$ cat config.mk
export PLATFORM = sky130hd
export DESIGN_NAME = snn_lif_layer_flat
export DESIGN_NICKNAME = d
export VERILOG_FILES = /design/src/rtl/snn_lif_layer_if.sv /design/src/rtl/snn_lif_layer.sv /design/src/flat_wrapper.sv
export SDC_FILE = /design/constraint.sdc
export NUM_CORES = 1
export LEC_CHECK = 0
export BUFFER_PORTS_ARGS = -buffer_cell sky130_fd_sc_hd__buf_2
export CAP_MARGIN = 20
export CORE_MARGIN = 2
export CORE_UTILIZATION = 37
export CTS_CLUSTER_DIAMETER = 200
export CTS_CLUSTER_SIZE = 8
export DETAILED_ROUTE_END_ITERATION = 10
export PLACE_DENSITY = 0.5
export SLEW_MARGIN = 15
export SYNTH_ARGS = -nofsm -noshare
export SYNTH_HDL_FRONTEND = slang
export SYNTH_SLANG_ARGS = --single-unit
$ cat constraint.sdc
create_clock -name clk_i -period 22.2 [get_ports clk_i]
set_input_delay 2.22 -clock clk_i [delete_from_list [all_inputs] [get_ports clk_i]]
set_output_delay 2.22 -clock clk_i [all_outputs]
set_load 0.05 [all_outputs]
$ cat src/rtl/snn_lif_layer_if.sv
`default_nettype none
// snn_lif_layer_if: runtime weight-write handshake into the LIF layer.
interface snn_lif_layer_if #(
  parameter int ADDR_WIDTH = 3,
  parameter int W_WIDTH    = 4
);
  logic                      wr_valid_i;
  logic                      wr_ready_o;
  logic [ADDR_WIDTH-1:0]     wr_addr_i;
  logic signed [W_WIDTH-1:0] wr_data_i;

  modport master (output wr_valid_i, output wr_addr_i, output wr_data_i, input wr_ready_o);
  modport slave  (input wr_valid_i, input wr_addr_i, input wr_data_i, output wr_ready_o);
endinterface
`default_nettype wire

$ cat src/rtl/snn_lif_layer.sv
`default_nettype none
// snn_lif_layer: delta-modulation encoders driving a leaky integrate-and-fire layer
// with winner-take-all, lateral inhibition and refractory periods.
module snn_lif_layer #(
  parameter int NUM_IN       = 1,
  parameter int NUM_NODES    = 4,
  parameter int SAMPLE_WIDTH = 32,
  parameter int W_WIDTH      = 4,
  parameter int V_WIDTH      = 16,
  parameter int CLK_DIV      = 1200000,
  parameter int THRESHOLD    = 64,
  parameter int LEAK_SHIFT   = 4,
  parameter int REFRACT      = 3
) (
  input  wire logic                                 clk_i,
  input  wire logic                                 rst_ni,
  input  wire logic [NUM_IN*SAMPLE_WIDTH-1:0]       sample_i,
  input  wire logic [SAMPLE_WIDTH-1:0]              delta_i,
  snn_lif_layer_if.slave                            wr,
  output logic                                      tick_o,
  output logic                                      spike_o,
  output logic [(NUM_NODES > 1 ? $clog2(NUM_NODES) : 1)-1:0] winner_o
);

  localparam int LINES = 2 * NUM_IN;
  localparam int DEPTH = NUM_NODES * LINES;
  localparam int WIN_W = (NUM_NODES > 1) ? $clog2(NUM_NODES) : 1;
  localparam int RC_W  = (REFRACT > 0) ? $clog2(REFRACT + 1) : 1;
  localparam int CNT_W = $clog2(CLK_DIV);
  localparam int SW1   = SAMPLE_WIDTH + 1;
  localparam int ACC_W = V_WIDTH + W_WIDTH + $clog2(LINES) + 2;

  localparam logic [CNT_W-1:0]          CNT_LAST = CNT_W'(CLK_DIV - 1);
  localparam logic signed [ACC_W-1:0]   ACC_MAX  = ACC_W'((2 ** (V_WIDTH - 1)) - 1);
  localparam logic signed [ACC_W-1:0]   ACC_MIN  = ACC_W'(-(2 ** (V_WIDTH - 1)));
  localparam logic signed [V_WIDTH-1:0] THR      = V_WIDTH'(THRESHOLD);
  localparam logic [RC_W-1:0]           RC_LOAD  = RC_W'(REFRACT);

  logic [CNT_W-1:0] cnt;
  logic             first;
  logic             upd;
  logic [LINES-1:0] lines;

  logic signed [W_WIDTH-1:0] w      [DEPTH];
  logic signed [V_WIDTH-1:0] v      [NUM_NODES];
  logic [RC_W-1:0]           rc     [NUM_NODES];
  logic signed [V_WIDTH-1:0] v_next [NUM_NODES];
  logic [NUM_NODES-1:0]      cand;
  logic signed [V_WIDTH-1:0] leak;
  logic signed [ACC_W-1:0]   acc;
  logic                      any;
  logic [WIN_W-1:0]          win;

  always_ff @(posedge clk_i or negedge rst_ni) begin
    if (!rst_ni) begin
      cnt <= '0;
    end else if (cnt == CNT_LAST) begin
      cnt <= '0;
    end else begin
      cnt <= cnt + CNT_W'(1);
    end
  end

  assign tick_o = (cnt == CNT_LAST);

  always_ff @(posedge clk_i or negedge rst_ni) begin
    if (!rst_ni) begin
      first <= 1'b1;
      upd   <= 1'b0;
    end else begin
      upd <= tick_o;
      if (tick_o) first <= 1'b0;
    end
  end

  for (genvar c = 0; c < NUM_IN; c++) begin : g_enc
    logic signed [SAMPLE_WIDTH-1:0] smp;
    logic signed [SAMPLE_WIDTH-1:0] ref_val;
    logic signed [SW1-1:0]          diff;
    logic signed [SW1-1:0]          step;
    logic                           up;
    logic                           dn;
    logic                           up_q;
    logic                           dn_q;

    assign smp  = sample_i[c*SAMPLE_WIDTH +: SAMPLE_WIDTH];
    // One extra bit keeps the difference of two full-range samples exact.
    assign diff = SW1'(smp) - SW1'(ref_val);
    assign step = {1'b0, delta_i};
    assign up   = (diff >= step);
    assign dn   = (-diff >= step);

    always_ff @(posedge clk_i or negedge rst_ni) begin
      if (!rst_ni) begin
        ref_val <= '0;
        up_q    <= 1'b0;
        dn_q    <= 1'b0;
      end else begin
        up_q <= tick_o && !first && up;
        dn_q <= tick_o && !first && !up && dn;
        if (tick_o) begin
          if (first)   ref_val <= smp;
          else if (up) ref_val <= ref_val + delta_i;
          else if (dn) ref_val <= ref_val - delta_i;
        end
      end
    end

    assign lines[2*c]   = up_q;
    assign lines[2*c+1] = dn_q;
  end

  // Writes are refused only while the neuron update reads the weights.
  assign wr.wr_ready_o = !upd;

  always_ff @(posedge clk_i or negedge rst_ni) begin
    if (!rst_ni) begin
      for (int i = 0; i < DEPTH; i++) w[i] <= '0;
    end else if (wr.wr_valid_i && !upd && (32'(wr.wr_addr_i) < DEPTH)) begin
      w[wr.wr_addr_i] <= wr.wr_data_i;
    end
  end

  always_comb begin
    leak = '0;
    acc  = '0;
    for (int n = 0; n < NUM_NODES; n++) begin
      leak = v[n] >>> LEAK_SHIFT;
      acc  = ACC_W'(v[n]) - ACC_W'(leak);
      for (int l = 0; l < LINES; l++) begin
        if (lines[l]) acc = acc + ACC_W'(w[n*LINES + l]);
      end
      if (acc > ACC_MAX)      v_next[n] = V_WIDTH'(ACC_MAX);
      else if (acc < ACC_MIN) v_next[n] = V_WIDTH'(ACC_MIN);
      else                    v_next[n] = V_WIDTH'(acc);
      cand[n] = (rc[n] == '0) && (v_next[n] >= THR);
    end
  end

  always_comb begin
    any = 1'b0;
    win = '0;
    for (int n = NUM_NODES - 1; n >= 0; n--) begin
      if (cand[n]) begin
        any = 1'b1;
        win = WIN_W'(n);
      end
    end
  end

  always_ff @(posedge clk_i or negedge rst_ni) begin
    if (!rst_ni) begin
      spike_o  <= 1'b0;
      winner_o <= '0;
      for (int n = 0; n < NUM_NODES; n++) begin
        v[n]  <= '0;
        rc[n] <= '0;
      end
    end else begin
      spike_o <= upd && any;
      if (upd) begin
        if (any) winner_o <= win;
        for (int n = 0; n < NUM_NODES; n++) begin
          if (rc[n] != '0) begin
            v[n]  <= '0;
            rc[n] <= rc[n] - RC_W'(1);
          end else if (any) begin
            v[n] <= '0;
            if (win == WIN_W'(n)) rc[n] <= RC_LOAD;
          end else begin
            v[n] <= v_next[n];
          end
        end
      end
    end
  end

endmodule
`default_nettype wire

$ cat src/flat_wrapper.sv
// flat-port wrapper written by rule: the top's interface ports become plain ports
module snn_lif_layer_flat 
#(
  parameter int NUM_IN       = 1,
  parameter int NUM_NODES    = 4,
  parameter int SAMPLE_WIDTH = 32,
  parameter int W_WIDTH      = 4,
  parameter int V_WIDTH      = 16,
  parameter int CLK_DIV      = 1200000,
  parameter int THRESHOLD    = 64,
  parameter int LEAK_SHIFT   = 4,
  parameter int REFRACT      = 3
)
  (clk_i, rst_ni, sample_i, delta_i, tick_o, spike_o, winner_o, wr_wr_valid_i, wr_wr_addr_i, wr_wr_data_i, wr_wr_ready_o);
  snn_lif_layer_if #(.ADDR_WIDTH(3), .W_WIDTH(W_WIDTH)) wr_i ();
  input  wire logic clk_i;
  input  wire logic rst_ni;
  input  wire logic [NUM_IN*SAMPLE_WIDTH-1:0] sample_i;
  input  wire logic [SAMPLE_WIDTH-1:0] delta_i;
  output logic tick_o;
  output logic spike_o;
  output logic [(NUM_NODES > 1 ? $clog2(NUM_NODES) : 1)-1:0] winner_o;
  input wire logic [$bits(wr_i.wr_valid_i)-1:0] wr_wr_valid_i;
  input wire logic [$bits(wr_i.wr_addr_i)-1:0] wr_wr_addr_i;
  input wire logic [$bits(wr_i.wr_data_i)-1:0] wr_wr_data_i;
  output wire logic [$bits(wr_i.wr_ready_o)-1:0] wr_wr_ready_o;
  assign wr_i.wr_valid_i = wr_wr_valid_i;
  assign wr_i.wr_addr_i = wr_wr_addr_i;
  assign wr_i.wr_data_i = wr_wr_data_i;
  assign wr_wr_ready_o = wr_i.wr_ready_o;
  snn_lif_layer #(.NUM_IN(NUM_IN), .NUM_NODES(NUM_NODES), .SAMPLE_WIDTH(SAMPLE_WIDTH), .W_WIDTH(W_WIDTH), .V_WIDTH(V_WIDTH), .CLK_DIV(CLK_DIV), .THRESHOLD(THRESHOLD), .LEAK_SHIFT(LEAK_SHIFT), .REFRACT(REFRACT)) u_core (.clk_i(clk_i), .rst_ni(rst_ni), .sample_i(sample_i), .delta_i(delta_i), .wr(wr_i), .tick_o(tick_o), .spike_o(spike_o), .winner_o(winner_o));
endmodule
==> out/results.tsv, run 1 <==
stage	metric	value	unit
critical_path	crit path DAT	11.30	ns
clock_tree	clock-pin slew on the worst setup and hold paths	0.07	ns
clock_tree	# H-tree levels	4	
logic_synthesis	Yosys top cell by area	ha_1	
timing	Worst Skew	0.01232	ns
pwr	VDD IR max	0.00004360	V
critical_path	Slowest-stage cell, CP	a2111oi_0	
logic_synthesis	top post-synthesis cells by area	ha_1, dfrtp_1, xnor2_1	
grt	first-pass GRT wire length	125.0	mm
clock_tree	TritonCTS buffer count	17	
timing	PnR worst setup slack	11.28	ns
critical_path	Crit Path Max Fanout	32	
run_status	status	finished, final reports clean	
critical_path	Setup crit start kind	input pin	
grt	initial antenna violation count	0	
drt	routed len/inst	18.55	um
critical_path	Worst setup EP type	flip-flop	
final_layout	Total Nets Final	3680	
drt	DR vias/cell	5.803	
critical_path	FF-to-FF setup slack	12.75	ns
placement	gpl congestion	0.9134	
clock_tree	CTS Sinks	164	
floorplanning	row count	95	
timing	RSZ-0062 raised after global routing	no	
timing	FMAX	0.09155	GHz
logic_synthesis	syn nets	3656	
placement	DP HPWL	61.50	mm
timing	slew margin rel.	32.15	%
pwr	power density cells	40.90	nW/um^2
pwr	cell leakage power	12.68	nW
clock_tree	CTS resizes	0	
placement	DP Worst Slack	10.89	ns
clock_tree	clock latency on the worst-skew pair	0.50	ns
logic_synthesis	Cell Area, Synth	25160	um^2
critical_path	CP Class	in -> reg	
logic_synthesis	most common cell in the netlist	ha_1	
logic_synthesis	Post-synth EDFFs	0	
timing	setup TNS	0	ns
floorplanning	Top-Level Pins	79	
grt	largest net degree at the start of global routing	67	
clock_tree	maximum clock path buffer count	2	
logic_synthesis	Post-synth ARST share	100.0	%
critical_path	CP required	22.58	ns
logic_synthesis	register bit total from synthesis	164	
drt	via count	24043	
final_layout	number of diodes	0	
drt	Detail Route Antenna Nets	0	
worst_hold_path	hold crit path type	reg -> reg	
timing	Tmin final	10.92	ns
floorplanning	Die X	264.8	um
logic_synthesis	YS warnings	0	
critical_path	critical path's largest stage delay	0.73	ns
clock_tree	CTS Root Cell	clkbuf_16	
placement	PortBufs	78	
floorplanning	core area	67280	um^2
drt	total wire length	76.87	mm
final_layout	P&R area growth vs syn	7.544	%
timing	Worst-Margin Slew	1.014	ns
logic_synthesis	ys flop type	dfrtp_1	
timing	Hold Vio Cnt, Final	0	
grt	all-layer global routing usage	21.93	%
grt	grt total ovfl	0	
timing	crit share post-route	49.20	%
logic_synthesis	synth unique cells	93	
timing	Slew Limit Fails	0	
floorplanning	Starting Density	37.40	%
logic_synthesis	Cells after Synth	3233	
job	max cap viols	0	
logic_synthesis	Synth top cells by count	ha_1, a21oi_1, inv_1	
logic_synthesis	Yosys top cell area share	16.66	%
clock_tree	setup bufs post-CTS	0	
logic_synthesis	post-synthesis sequential area ratio	16.32	%
clock_tree	CTS tree	built	
drt	DRC	0	
final_layout	layout cells sized above 1	7.920	%
floorplanning	Die Footprint	70100	um^2
logic_synthesis	Avg Inst Size Synth	7.782	um^2
clock_tree	Hold Buf Count CTS	0	
drt	Pre-antenna DRT Iters	5	
grt	vias in the first global route	23997	
pwr	total power	1.107	mW
drt	1st-iter DRT viols	1473	
floorplanning	DIE HEIGHT	264.8	um
timing	Final setup viols	0	
[per-stage QoR]
stage / utilization (%) / instances / hold slack (ns) / instance area (um^2)
2_1_floorplan: - / 3233 / 0.4479 / 25160
3_3_place_gp: 39.31 / 4109 / 0.4638 / 26450
3_5_place_dp: 39.33 / 4111 / 0.4750 / 26460
4_1_cts: 40.22 / 4143 / 0.4849 / 27060
5_1_grt: 40.22 / 4143 / 0.5067 / 27060
6_report: 40.22 / 4143 / 0.4797 / 27060
[area by class of cell]
class	instances	area [um^2]
flip-flops and latches	164	4111
inverters	247	927.1
well taps	873	1092
repair buffers	100	559.3
clock inverters	14	168.9
clock buffers	18	429.2
multi-input cells	2727	19770
fillers	6919	40220
[path summary, 6_finish.rpt]
| check | depth (start not counted) | to | from |
|---|---|---|---|
| worst min-delay path | 1 | u_core.cnt[0] | u_core.cnt[0] |
| worst max register to register | 33 | u_core.g_enc[0].ref_val[25] | u_core.g_enc[0].ref_val[0] |
| max in group asynchronous | 3 | u_core.g_enc[0].up_q | rst_ni |
| worst min register to register | 1 | u_core.cnt[0] | u_core.cnt[0] |
| worst max-delay path | 35 | u_core.g_enc[0].ref_val[25] | sample_i[0] |
| min in group asynchronous | 1 | u_core.v[62] | rst_ni |
[sequential cells by signal, indices dropped and copies added, names as in the netlist]
register	count
u_core.g_enc.dn_q	1
u_core.winner_o	2
u_core.rc	8
u_core.upd	1
u_core.first	1
u_core.w	32
u_core.cnt	21
u_core.spike_o	1
u_core.g_enc.ref_val	32
u_core.v	52
u_core.leak	12
u_core.g_enc.up_q	1
[layout by cell type, fill, tap and decap left out, types with 21 or more instances in the layout]
master    count
o21a_1       68
a21oi_1     263
nand4_1      34
o22ai_1      57
o21ai_0     193
o211ai_1     29
o21bai_1     22
and3_1       33
ha_1        335
nor2b_1      45
o31a_1       24
o31ai_1      39
a31oi_1      44
buf_2        79
a211o_1      24
nor3_1       73
nand2b_1     39
mux2i_1      51
inv_1       245
mux2_2       74
a211oi_1     58
or3_1        21
nand3_1      64
and2_1       24
xnor2_1     164
xor2_1       73
a21o_1       95
nor2_1      244
nand2_1     234
dfrtp_1     160
[worst max-delay path, delay by kind of cell]
family | cells | cell delay (ns)
AOI/OAI and AO/OA | 15 | 4.57
and+or+nand+nor | 7 | 1.96
adders and majority gates | 4 | 1.19
buffers and inverters | 6 | 0.61
xor gates and xnor gates | 2 | 0.39
muxes | 1 | 0.31
[cells by family after synthesis]
| group | synth area share, % |
|---|---|
| buffers and inverters | 5.142 |
| and+or+nand+nor | 17.72 |
| xor gates and xnor gates | 8.250 |
| muxes | 5.699 |
| adders and majority gates | 17.77 |
| AOI/OAI and AO/OA | 29.09 |
| DFF | 16.32 |
[report_power, final]
part | leakage (nW) | internal, mW | switching, mW | total (mW)
combinational | 10.3 | 0.192 | 0.256 | 0.448
clock | 0.287 | 0.169 | 0.153 | 0.322
sequential | 2.09 | 0.311 | 0.0259 | 0.337
[per-layer routing]
layer  GRT usage (%)  vias up  routed length, um
met4           6.474        0               1496
met1           28.59    11461              36120
li1                -    12046                  -
met2           38.56      463              36960
met5               0        -                  0
met3           1.756       73               2294
Note: power is estimated with default switching activity, not from simulation.
==> run 2, diff against run 1 <==
- PLACE_DENSITY: 0.5 -> 0.52
- clock period: 22.2 -> 9.41 ns (I/O delays scaled with it)
==> out/results.tsv, run 2 (same netlist as run 1, synthesis figures left out) <==
stage	metric	value	unit
timing	PnR worst setup slack	0.5441	ns
pwr	VDD IR max	0.0001176	V
drt	DRC	0	
critical_path	critical path's largest stage delay	0.68	ns
timing	Worst-Margin Slew	0.9513	ns
job	max cap viols	0	
timing	hold slack	0.3949	ns
floorplanning	Starting Density	37.40	%
worst_hold_path	hold crit path type	in -> async	
critical_path	Worst setup EP type	flip-flop	
grt	grt total ovfl	0	
critical_path	Slowest-stage cell, CP	a311oi_1	
clock_tree	CTS tree	built	
grt	first-pass GRT wire length	123.9	mm
timing	Worst Skew	0.01926	ns
final_layout	max reg flops	52	
timing	slew margin rel.	36.34	%
drt	DR vias/cell	5.809	
clock_tree	CTS Root Cell	clkbuf_16	
timing	Slew Limit Fails	0	
floorplanning	Die Footprint	70100	um^2
clock_tree	clock latency on the worst-skew pair	0.51	ns
clock_tree	maximum clock path buffer count	2	
placement	DP Worst Slack	-0.04772	ns
floorplanning	Die X	264.8	um
clock_tree	clock-pin slew on the worst setup and hold paths	0.07	ns
placement	PortBufs	78	
final_layout	Total Nets Final	3694	
final_layout	layout cells sized above 1	8.435	%
drt	Detail Route Antenna Nets	0	
final_layout	most common cell after layout, fill and taps aside	ha_1	
grt	all-layer global routing usage	21.65	%
timing	crit share post-route	94.22	%
drt	1st-iter DRT viols	1187	
final_layout	number of diodes	0	
grt	largest net degree at the start of global routing	68	
pwr	cell leakage power	12.77	nW
critical_path	Setup crit start kind	input pin	
final_layout	Largest regs	u_core.v (52), u_core.g_enc.ref_val (32), u_core.w (32)	
drt	via count	24148	
critical_path	CP Class	in -> reg	
final_layout	Filler Cell Count	6923	
final_layout	P&R area growth vs syn	8.196	%
clock_tree	Hold Buf Count CTS	0	
placement	DP HPWL	60.85	mm
grt	vias in the first global route	23798	
timing	setup TNS	0	ns
clock_tree	TritonCTS buffer count	17	
final_layout	Biggest register	u_core.v	
grt	initial antenna violation count	0	
drt	Pre-antenna DRT Iters	6	
timing	Tmin final	8.866	ns
clock_tree	CTS Sinks	164	
floorplanning	core area	67280	um^2
floorplanning	Top-Level Pins	79	
critical_path	crit path DAT	9.25	ns
critical_path	CP required	9.79	ns
pwr	power density cells	97.62	nW/um^2
placement	gpl congestion	0.8663	
floorplanning	row count	95	
timing	FMAX	0.1128	GHz
final_layout	Final Util	40.46	%
drt	routed len/inst	18.36	um
critical_path	Crit Path Max Fanout	27	
final_layout	commonest non-fill, non-tap cells in the layout	ha_1, a21oi_1, inv_1	
clock_tree	# H-tree levels	4	
drt	total wire length	76.34	mm
floorplanning	DIE HEIGHT	264.8	um
timing	Hold Vio Cnt, Final	0	
timing	Final setup viols	0	
run_status	status	finished, final reports clean	
-- run 2: changes by cell type in the layout (fill, tap and decap cells not counted), moves of 2 or more --
cell,previous run,this run
buf_4,20,33
clkinv_8,1,3
a211oi_1,58,56
inv_6,6,4
a211oi_2,3,5
-- run 2: report_power, final --
part / switching [mW] / internal, mW
registers: 0.0621 / 0.734
clock network: 0.378 / 0.412
logic: 0.609 / 0.463
-- run 2: area by class of cell --
cell class | instances | area (um^2) | area share, %
clock buffer | 18 | 439.2 | 1.613
tap | 873 | 1092 | 4.013
inverter | 247 | 927.1 | 3.406
clock inverter | 14 | 191.4 | 0.7033
multi-input combinational | 2727 | 19780 | 72.67
timing repair buffer | 114 | 676.9 | 2.487
sequential | 164 | 4111 | 15.10
-- run 2: critical path, delay by kind of cell --
kind	cells	cell delay (ns)
buf+inv	4	0.61
fa+ha+maj	3	1.00
compound gates	17	4.30
mux	1	0.31
xor+xnor	2	0.31
simple gates	6	1.74
-- run 2: metal layers --
| layer | part of all wire (%) | GRT usage [%] | wire length [um] | vias to the layer above |
|---|---|---|---|---|
| met2 | 48 | 38.26 | 36930 | 469 |
| met4 | 1.9 | 5.925 | 1463 | 0 |
| met5 | 0 | 0 | 0 | - |
| met3 | 3.1 | 1.923 | 2366 | 83 |
| li1 | - | - | - | 12104 |
| met1 | 47 | 28.15 | 35580 | 11492 |
-- run 2: final timing paths --
path | from | endpoint | slack, ns | depth (start not counted)
max in group asynchronous | rst_ni | u_core.g_enc[0].up_q | 6.92 | 3
max reg2reg | u_core.g_enc[0].ref_val[12] | u_core.g_enc[0].ref_val[23] | 0.66 | 33
max | sample_i[12] | u_core.g_enc[0].ref_val[23] | 0.54 | 33
min reg2reg | u_core.cnt[0] | u_core.cnt[0] | 0.48 | 1
min in group clk_i | u_core.cnt[0] | u_core.cnt[0] | 0.48 | 1
min | rst_ni | u_core.v[62] | 0.39 | 1
-- run 2: repair_timing --
| item | 4_1_cts | 5_1_grt |
|---|---|---|
| setup buffers | 0 | 1 |
| hold endpoints to repair | 0 | 0 |
| resized for setup | 0 | 4 |
| setup endpoints to repair | 0 | 4 |
-- run 2: stage by stage --
stage / cells / power (mW) / area [um^2]
6_report: 4157 / 2.657 / 27220
4_1_cts: 4155 / 2.672 / 27200
5_1_grt: 4157 / 2.845 / 27220
3_3_place_gp: 4122 / 1.845 / 26560
2_1_floorplan: 3233 / 1.603 / 25160
3_5_place_dp: 4123 / 1.869 / 26570
==> run 3, diff against run 2 <==
- clock period: 9.41 -> 7.4 ns (I/O delays scaled with it)
==> out/results.tsv, run 3 (same netlist as run 1, synthesis figures left out) <==
stage	metric	value	unit
critical_path	CP Class	reg -> reg	
grt	first-pass GRT wire length	131.4	mm
pwr	VDD IR max	0.0001348	V
timing	slew margin rel.	36.00	%
pwr	Net Sw Frac	38.43	%
pwr	clock network fraction of design power	26.6	%
final_layout	Final Util	46.06	%
floorplanning	Top-Level Pins	79	
grt	initial antenna violation count	0	
timing	FMAX	0.1362	GHz
final_layout	number of diodes	0	
drt	routed len/inst	18.05	um
final_layout	P&R area growth vs syn	23.17	%
final_layout	most common cell after layout, fill and taps aside	buf_4	
drt	DR vias/cell	5.662	
critical_path	FF-to-FF setup slack	0.06	ns
placement	DP HPWL	65.22	mm
grt	all-layer global routing usage	22.90	%
timing	setup TNS	0	ns
critical_path	Crit Path Max Fanout	8	
placement	Post-Place Cells	4452	
drt	via count	25690	
critical_path	critical path's largest stage delay	0.40	ns
critical_path	crit-path most repeated cell	or3_4	
timing	Worst Skew	0.01708	ns
floorplanning	core area	67280	um^2
clock_tree	CTS Sinks	164	
grt	largest net degree at the start of global routing	71	
clock_tree	# H-tree levels	4	
run_status	status	finished, final reports clean	
critical_path	Setup crit start kind	flip-flop	
pwr	Comb pwr share	46.1	%
drt	Detail Route Antenna Nets	0	
drt	total wire length	81.88	mm
clock_tree	clock latency on the worst-skew pair	0.51	ns
grt	vias in the first global route	25800	
critical_path	Slowest-stage cell, CP	a2111oi_4	
clock_tree	TritonCTS buffer count	17	
floorplanning	Starting Density	37.40	%
timing	Worst-Margin Slew	0.9601	ns
final_layout	max reg flops	52	
floorplanning	Die Footprint	70100	um^2
pwr	power share of the sequential group	27.2	%
pwr	Int Power	2.282	mW
clock_tree	CTS Root Cell	clkbuf_16	
timing	crit share post-route	99.21	%
clock_tree	CTS tree	built	
pwr	cell leakage power	14.78	nW
placement	gpl congestion	0.9021	
timing	Final setup viols	0	
timing	Tmin final	7.341	ns
clock_tree	maximum clock path buffer count	2	
clock_tree	clock-pin slew on the worst setup and hold paths	0.07	ns
critical_path	Worst setup EP type	flip-flop	
pwr	power density cells	119.6	nW/um^2
floorplanning	row count	95	
grt	grt total ovfl	0	
timing	RSZ-0062 raised after global routing	yes	
critical_path	crit path DAT	7.73	ns
final_layout	Filler Cell Count	6714	
final_layout	Largest regs	u_core.v (52), u_core.g_enc.ref_val (32), u_core.w (32)	
drt	DRC	0	
timing	Slew Limit Fails	0	
job	max cap viols	0	
clock_tree	Hold Buf Count CTS	0	
placement	PortBufs	78	
worst_hold_path	hold crit path type	in -> async	
final_layout	layout cells sized above 1	21.45	%
final_layout	commonest non-fill, non-tap cells in the layout	buf_4, ha_1, a21oi_1	
final_layout	Layout Cells excl Fill	4537	
final_layout	Total Nets Final	4075	
pwr	total power	3.707	mW
final_layout	Biggest register	u_core.v	
drt	1st-iter DRT viols	1403	
floorplanning	DIE HEIGHT	264.8	um
pwr	switching pwr	1.425	mW
drt	Pre-antenna DRT Iters	5	
floorplanning	Die X	264.8	um
critical_path	CP required	7.79	ns
final_layout	Seq. cell area	4110	um^2
timing	Hold Vio Cnt, Final	0	
final_layout	Multi-input gate area	20650	um^2
==> run 3: cell types whose count changed in the layout (fill, tap and decap cells not counted), sizes merged <==
cell / before / now
buf: 113 / 494
bufinv: 2 / 3
clkinv: 6 / 4
clkinvlp: 1 / 2
inv: 252 / 251
==> run 3: worst paths after layout <==
| check | from | endpoint | cells past startpoint |
|---|---|---|---|
| worst min register to register | u_core.rc[7] | u_core.rc[7] | 2 |
| worst max-delay path | u_core.g_enc[0].ref_val[0] | u_core.g_enc[0].ref_val[25] | 34 |
| min in group clk_i | u_core.rc[7] | u_core.rc[7] | 2 |
| worst min-delay path | rst_ni | u_core.v[63] | 1 |
| max in group asynchronous | rst_ni | u_core.g_enc[0].dn_q | 2 |
| worst max register to register | u_core.g_enc[0].ref_val[0] | u_core.g_enc[0].ref_val[25] | 34 |
==> run 3: final cells by class <==
class | count | share of cell area (%)
multi-input cells | 2727 | 66.63
flip-flops and latches | 164 | 13.26
repair buffers | 495 | 11.58
well taps | 873 | 3.525
inverters | 247 | 3.032
clock buffers | 18 | 1.417
clock inverters | 13 | 0.5491
==> run 3: critical path: cells and delay by family, from the launching register on <==
kind                     cells  cell delay [ns]
adder cells (fa/ha/maj)      4             1.11
multiplexers                 1             0.27
AO/OA/AOI/OAI               15             2.94
flip-flops                   1             0.39
AND/OR/NAND/NOR              8             1.77
buffers and inverters        4             0.35
XOR/XNOR                     2             0.39
==> run 3: what timing repair did <==
action                     4_1_cts  5_1_grt
pin swaps                       53       31
buffers inserted                44       13
setup endpoints to repair       15      103
resized for setup               85       84
==> run 3: metal layers <==
layer	part of all wire [%]	track usage, %	vias up	wire length [um]
met5	0	0	-	0
met3	2.7	2.109	95	2181
met2	48	40.33	457	39480
met4	2.4	7.161	0	1945
li1	-	-	12849	-
met1	47	29.51	12289	38270
==> run 3: power by group through the flow <==
stage / combinational [mW] / clock, mW / sequential, mW
global route: 1.89 / 1.05 / 1.02
global placement: 1.51 / 0 / 1.03
finish: 1.71 / 0.988 / 1.01
floorplan: 1.05 / 0 / 1.00
CTS: 1.65 / 1.02 / 1.01
detailed placement: 1.55 / 0 / 1.03
==> run 3: metrics by stage <==
step	cell area (um^2)	hold WS, ns	setup WS [ns]
after floorplan	25260	0.4444	-0.1567
after global placement	29150	0.4631	-1.045
after detailed placement	29150	0.4794	-1.184
after CTS	30510	0.1809	-0.03786
after global routing	30990	0.2046	-0.1138
final	30990	0.1881	0.05878
